[src/rtl/regfile_pkg.sv]
// Shared constants and types for the 32 x 64 integer register file.
//   DATA_W   : register width in bits
//   ADDR_W   : register index width
//   NREGS    : number of architectural registers
//   ZERO_REG : index hardwired to zero (XZR)
package regfile_pkg;

  localparam int unsigned DATA_W   = 64;
  localparam int unsigned ADDR_W   = 5;
  localparam int unsigned NREGS    = 2 ** ADDR_W;
  localparam int unsigned ZERO_REG = 31;

  typedef logic [ADDR_W-1:0] reg_idx_t;
  typedef logic [DATA_W-1:0] word_t;

  // Index-width form of ZERO_REG, so comparisons against indices stay width-matched.
  localparam reg_idx_t ZERO_IDX = reg_idx_t'(ZERO_REG);

endpackage

[src/rtl/regfile_wr32x64_decoder.sv]
// One-hot write decoder: ADDR_W-bit index to NREGS enables, gated by en.
//   en     : input  global enable (RegWrite)
//   idx    : input  register index
//   onehot : output one-hot enable vector (all zero when en=0)
module decoder5_32
  import regfile_pkg::*;
(
  input  logic             en,
  input  reg_idx_t         idx,
  output logic [NREGS-1:0] onehot
);

  always_comb begin
    onehot      = '0;
    onehot[idx] = en;
  end

endmodule

[src/rtl/regfile_wr32x64.sv]
// 32-entry x 64-bit integer register file with one write port, two
// combinational read ports, XZR (index 31) reading as zero, and a
// same-cycle write-to-read bypass.
//   clk           : input  clock, registers update on posedge
//   reset         : input  asynchronous active-high clear of all registers
//   RegWrite      : input  write enable
//   WriteRegister : input  destination index
//   WriteData     : input  data to write
//   ReadRegister1 : input  read port 1 index
//   ReadRegister2 : input  read port 2 index
//   ReadData1     : output read port 1 data (combinational)
//   ReadData2     : output read port 2 data (combinational)
module regfile_wr32x64
  import regfile_pkg::*;
(
  input  logic              clk,
  input  logic              reset,
  input  logic              RegWrite,
  input  logic [ADDR_W-1:0] WriteRegister,
  input  logic [DATA_W-1:0] WriteData,
  input  logic [ADDR_W-1:0] ReadRegister1,
  input  logic [ADDR_W-1:0] ReadRegister2,
  output logic [DATA_W-1:0] ReadData1,
  output logic [DATA_W-1:0] ReadData2
);

  logic [NREGS-1:0] wr_en;
  word_t            regs [NREGS];

  decoder5_32 u_wr_dec (
    .en     (RegWrite),
    .idx    (WriteRegister),
    .onehot (wr_en)
  );

  // Index ZERO_REG has no storage; its slot is a constant zero, so the
  // read mux needs no special case beyond the bypass qualifier.
  for (genvar i = 0; i < NREGS; i++) begin : g_word
    if (i == ZERO_REG) begin : g_zero
      assign regs[i] = '0;
    end else begin : g_ff
      always_ff @(posedge clk or posedge reset) begin
        if (reset)
          regs[i] <= '0;
        else if (wr_en[i])
          regs[i] <= WriteData;
      end
    end
  end

  logic byp1, byp2;

  always_comb begin
    byp1 = RegWrite && !reset && (WriteRegister != ZERO_IDX)
           && (WriteRegister == ReadRegister1);
    byp2 = RegWrite && !reset && (WriteRegister != ZERO_IDX)
           && (WriteRegister == ReadRegister2);
    ReadData1 = byp1 ? WriteData : regs[ReadRegister1];
    ReadData2 = byp2 ? WriteData : regs[ReadRegister2];
  end

endmodule

[config.mk]
export PLATFORM = sky130hd
export DESIGN_NAME = regfile_wr32x64
export DESIGN_NICKNAME = d
export VERILOG_FILES = /design/src/rtl/regfile_pkg.sv /design/src/rtl/regfile_wr32x64_decoder.sv /design/src/rtl/regfile_wr32x64.sv
export SDC_FILE = /design/constraint.sdc
export NUM_CORES = 2
export LEC_CHECK = 0
export ABC_CLOCK_PERIOD_IN_PS = 185300
export CORE_ASPECT_RATIO = 0.75
export CORE_MARGIN = 1
export CORE_UTILIZATION = 40
export DETAILED_ROUTE_END_ITERATION = 8
export PLACE_DENSITY = 0.59
export SKIP_CTS_REPAIR_TIMING = 1
export SYNTH_ARGS = -nofsm -noshare
export SYNTH_HDL_FRONTEND = slang
export SYNTH_SLANG_ARGS = --single-unit
[constraint.sdc]
create_clock -name clk -period 185.3 [get_ports clk]
set_input_delay 37.06 -clock clk [delete_from_list [all_inputs] [get_ports clk]]
set_output_delay 37.06 -clock clk [all_outputs]
set_load 0.01 [all_outputs]
# == Yosys cells after proc, flatten, opt, wreduce, memory -nomap -nowiden ==
# Cells that the tools add are included.
# totals
register_bits,1984
latch_bits,0
ram_bits,0
romBits,0
inputBits,82
out_inout_bits,128
word_cells,57
n_memories,0
# classes
addsub,0
n_mul,0
n_div,0
n_lt_le_gt_ge,4
eq_ne,3
shifts,0
mux,10
n_bitwise,3
reduce_logical,6
# op_table
cell,n
$bmux 64 s5,2
$mux 64,6
$and 31x31->31,1
$ge 6x6->1 const B,2
$not 5->6,2
$eq 5x5->1,2
$lt 5x6->1 const B,1
$demux 1 s5,1
$ge 5x1->1 const B,1
$logic_and 1x1->1,5
$ne 5x5->1 const B,1
$logic_not 1->1,1
$mux 1,1

# == Logic depth before layout (Yosys ltp) ==
# depth
ltp_word,5
ltp_mapped,9

# == By module ==
# Synthesis repeated with hierarchy kept, for this count alone.
# hier_totals
hier_cells,7236
hier_area_um2,106975.1
# by_module_without_submodules
module,n_inst,cells_each,area_each_um2,seq_area_each_um2
regfile_wr32x64,1,7189,106744.9,49647.6
decoder5_32,1,47,230.2,0.0

# == Worst setup path before layout ==
# Ideal clock, no wire load.
# synth_timing
kind,input-to-output
startpoint,input port reset
endpoint,output port ReadData2[32]
t_arrival_ps,81674
setup_slack_ps,66566
stages,7
cell_sequence,inv_1 o211ai_2 nor4_1 buf_2 clkbuf_1 nand2_1 o41ai_1
# synth_via
elab_chain_len,5
# synth_rtl
item,line,text
start: declaration,regfile_wr32x64.sv:17,"input logic reset,"
$logic_not 1->1,regfile_wr32x64.sv:56,byp2 = RegWrite && !reset && (WriteRegister != ZERO_IDX)
$logic_and 1x1->1 (2 in series),regfile_wr32x64.sv:56,
$logic_and 1x1->1,regfile_wr32x64.sv:57,&& (WriteRegister == ReadRegister2);
$mux 64,regfile_wr32x64.sv:59,ReadData2 = byp2 ? WriteData : regs[ReadRegister2];
end: declaration,regfile_wr32x64.sv:24,output logic [DATA_W-1:0] ReadData2
# No other way between the ends.

# == Worst setup path in the final report ==
# layout_timing
startpoint,input port ReadRegister1[0]
endpoint,output port ReadData1[17]
# layout_via
elab_chain_len,5
word_cells_on_any_way,7
cone_classes,1 x eq/ne; 4 x mux; 1 x bitwise; 1 x reduce/logical
# layout_rtl
item,line,text
start: declaration,regfile_wr32x64.sv:21,"input logic [ADDR_W-1:0] ReadRegister1,"
$not 5->6 (implied by the code),regfile_wr32x64.sv:58,ReadData1 = byp1 ? WriteData : regs[ReadRegister1];
$bmux 64 s5,regfile_wr32x64.sv:58,
$mux 64 (implied by the code) (2 in series),regfile_wr32x64.sv:58,
$mux 64 *,regfile_wr32x64.sv:58,
end: declaration,regfile_wr32x64.sv:23,"output logic [DATA_W-1:0] ReadData1,"
# Every way passes the cells marked *; elsewhere a longest branch is shown, timed or not. The select of a mux whose other input is x is not followed.

==> impl_results.md <==
- Unrepaired setup endpoints after global routing: false
- Die width: 596 um
- Final cell utilization of the core: between 40% and 50%
- Final min period: 79.47 ns
- Vias/cell: about 6.6
- Syn Std Cell Area: around 0.11 mm^2
- #FFs+latches synth: 1984
- Fin Hold WS: approximately 0.51 ns
- CTS tree: done
- Cells after synthesis: 7310
- Clock Latency Late Sink: about 0.88 ns
- Core Area: approximately 0.26 mm^2
- GP Congestion: 0.804
- Area occupied by multi-input gates: 0.0524 mm^2
- Final Cell Area: about 0.12 mm^2
- Leakage: ~0.050 uW
- Area growth from synthesis to layout: 10.9%
- Setup Viol. Count Final: 0
- Vias post-DR: approximately 70000
- Placed cell areas: approximately 0.11 mm^2
- First-pass GRT wire length: 528 mm
- GRT Util Overall: a little over a quarter
- Post-route ant nets: 0
- Top-area cell type share of the netlist area: 46.9%
- Final Net Count: between 7000 and 8000
- Skew final: 0 ns
- Number of flops mapped to enable cells by yosys: 0
- Largest net degree at the start of global routing: between 150 and 200
- Max-cap violations: 0
- Register area: just under 0.05 mm^2
- Kind of critical path: input port to output pin
- Die H: approximately 450 um
- CP Capture Type: output pin
- Post-route DRC violation count: 0
- Starting DRT DRC Count: 7321
- Post-synth top flop: dfrtp_1
- Maximum vdd drop: 0.00827 mV
- Fin. max-slew vios: 0
- Syn nets: 7392
- Tot Pwr: ~1300 uW
- Worst hold path type: register to register
- Layout cell share with drive strength beyond 1: a little under half
- Commonest non-fill, non-tap cell in the layout: dfrtp_1
- Number of synthesis warnings: 0
- Drt total wl: around 360 mm
- Longest Clk Path Bufs: 4
- PortBufs: 209
- Global route overflow: 0
- Asr flop ratio synth: 100%
- WP data required: between 100 and 150 ns
- Max FFs per register: between 1500 and 2000
- Largest Register: regs
- Rows: between 150 and 200
- Commonest cells after routing, fill and taps aside: 1984 x dfrtp_1, 1862 x mux2_2, 833 x mux4_2, 257 x mux2i_1, 217 x clkbuf_16
- CTS Buf Count: around 210
- Sequential share of the synthesized area: 46.9%
- H-tree Lvls: 4
- 1st-pass router iterations: 5
- Critical Path AT: 42.41 ns
- Top cells by area, synth: dfrtp_1 47%, mux2_2 20%, mux4_2 18%, mux2i_1 2.4%, clkbuf_1 1.4%
- Final Hold Violating Endpoints: 0
- Antenna violations before repair: 23
- FILL cells: approximately 23000
- Die area: 0.267 mm^2
- Pwr Density: roughly 11 mW/mm^2
- Root buffer cell: clkbuf_16
- Sink Count: about 2000
- Slew HR: under 10%
- Post-synthesis cell type count: between 50 and 60
- Fin Setup TNS: 0 ns
- Dpl hpwl: 197 mm
- Syn_area_per_cell: approximately 14 um^2
- Initial Util: 40.3%
- Worst-Margin Slew: around 1.5 ns
- Crit path launch type: input port
- Worst-path clk slew: around 0.06 ns
- Vias in the first global route: 72200
- Final period utilization: ~43%
- Fmax: about 13 MHz
- CP max FO: 43
- Cell accounting for the most synthesized area: dfrtp_1
- Largest registers: regs (1984)
- I/O pin cnt: 210
- Per-cell routed wire length: roughly 34 um
- Status: finished, final reports clean
## Yosys cell counts (6+ instances only)
cell and number:
mux2i_1 257, mux4_2 833, o41ai_1 63, buf_6 33
xnor2_1 6, o221ai_1 64, o211ai_1 128, inv_1 65
a22o_1 63, nor2_1 70, buf_4 70, nand2b_1 9
a22oi_1 169, buf_1 34, dfrtp_1 1984, nand2_1 214
nor2_4 7, clkbuf_1 408, nand3_1 56, o21ai_0 74
a311oi_1 63, mux2_2 1862, nor2_2 8, o22ai_1 148
a211oi_1 63, mux2_1 59, nor2b_1 68, a21oi_1 127
buf_2 271
## area by class of cell
class / count / area share [%]
timing repair buffer: 409 / 3.20
inverter: 66 / 0.222
sequential: 1984 / 42.3
tap: 3465 / 3.69
clock inverter: 61 / 0.505
antenna: 16 / 0.0341
multi-input combinational: 4443 / 44.6
clock buffer: 319 / 5.43
## per-stage QoR
step	setup WS, ns	std cells
floorplan	66.57	7310
global route	105.45	10800
finish	105.83	10800
detailed placement	105.71	10400
global placement	105.72	10400
CTS	105.70	10700
## logic make-up (layout without fill, tap and decap cells)
family                 count (synthesis)  count (layout)  share of synthesized area, %
multiplexers                        3011            3011                          40.6
buffers and inverters                883             855                          3.93
AND/OR/NAND/NOR                      454             454                          2.04
XOR/XNOR                              10              10                        0.0827
flip-flops                          1984            1984                          46.9
AO/OA/AOI/OAI                        968             968                          6.52
other                                  0              16                             0
## where the power goes
group	internal [uW]	switching (uW)
logic	154	109
clock network	250	185
registers	519	62.1
total	923	356
## critical path, stage by stage
cell	delay, ns
buf_8	0.34
buf_4	0.69
buf_4	0.69
buf_4	0.79
buf_4	0.82
mux4_2	0.60
a22oi_1	0.22
nand3_1	0.19
a22o_1	0.33
clkdlybuf4s50_1	0.51
## worst paths after layout
path                                  startpoint            end  slack (ns)  cells after the start
worst max-delay path            ReadRegister1[0]  ReadData1[17]      105.83                     10
worst min-delay path                  regs[1509]     regs[1509]        0.51                      1
worst max register to register         regs[599]      regs[599]      184.48                      1
worst min register to register        regs[1509]     regs[1509]        0.51                      1
max in group asynchronous                  reset     regs[1189]      144.18                      7
min in group asynchronous                  reset     regs[2044]       36.69                      2
## per-layer routing
layer | up-vias | part of all wire (%) | wire length (um) | global-route usage, %
met3 | 731 | 8.3 | 30300 | 5.52
met5 | - | 0.025 | 91 | 0
met1 | 38500 | 42 | 154000 | 37.8
met4 | 14 | 3.9 | 14300 | 10.5
li1 | 28000 | - | - | -
met2 | 3353 | 45 | 164000 | 41.4
(Power assumes the default switching activity.)
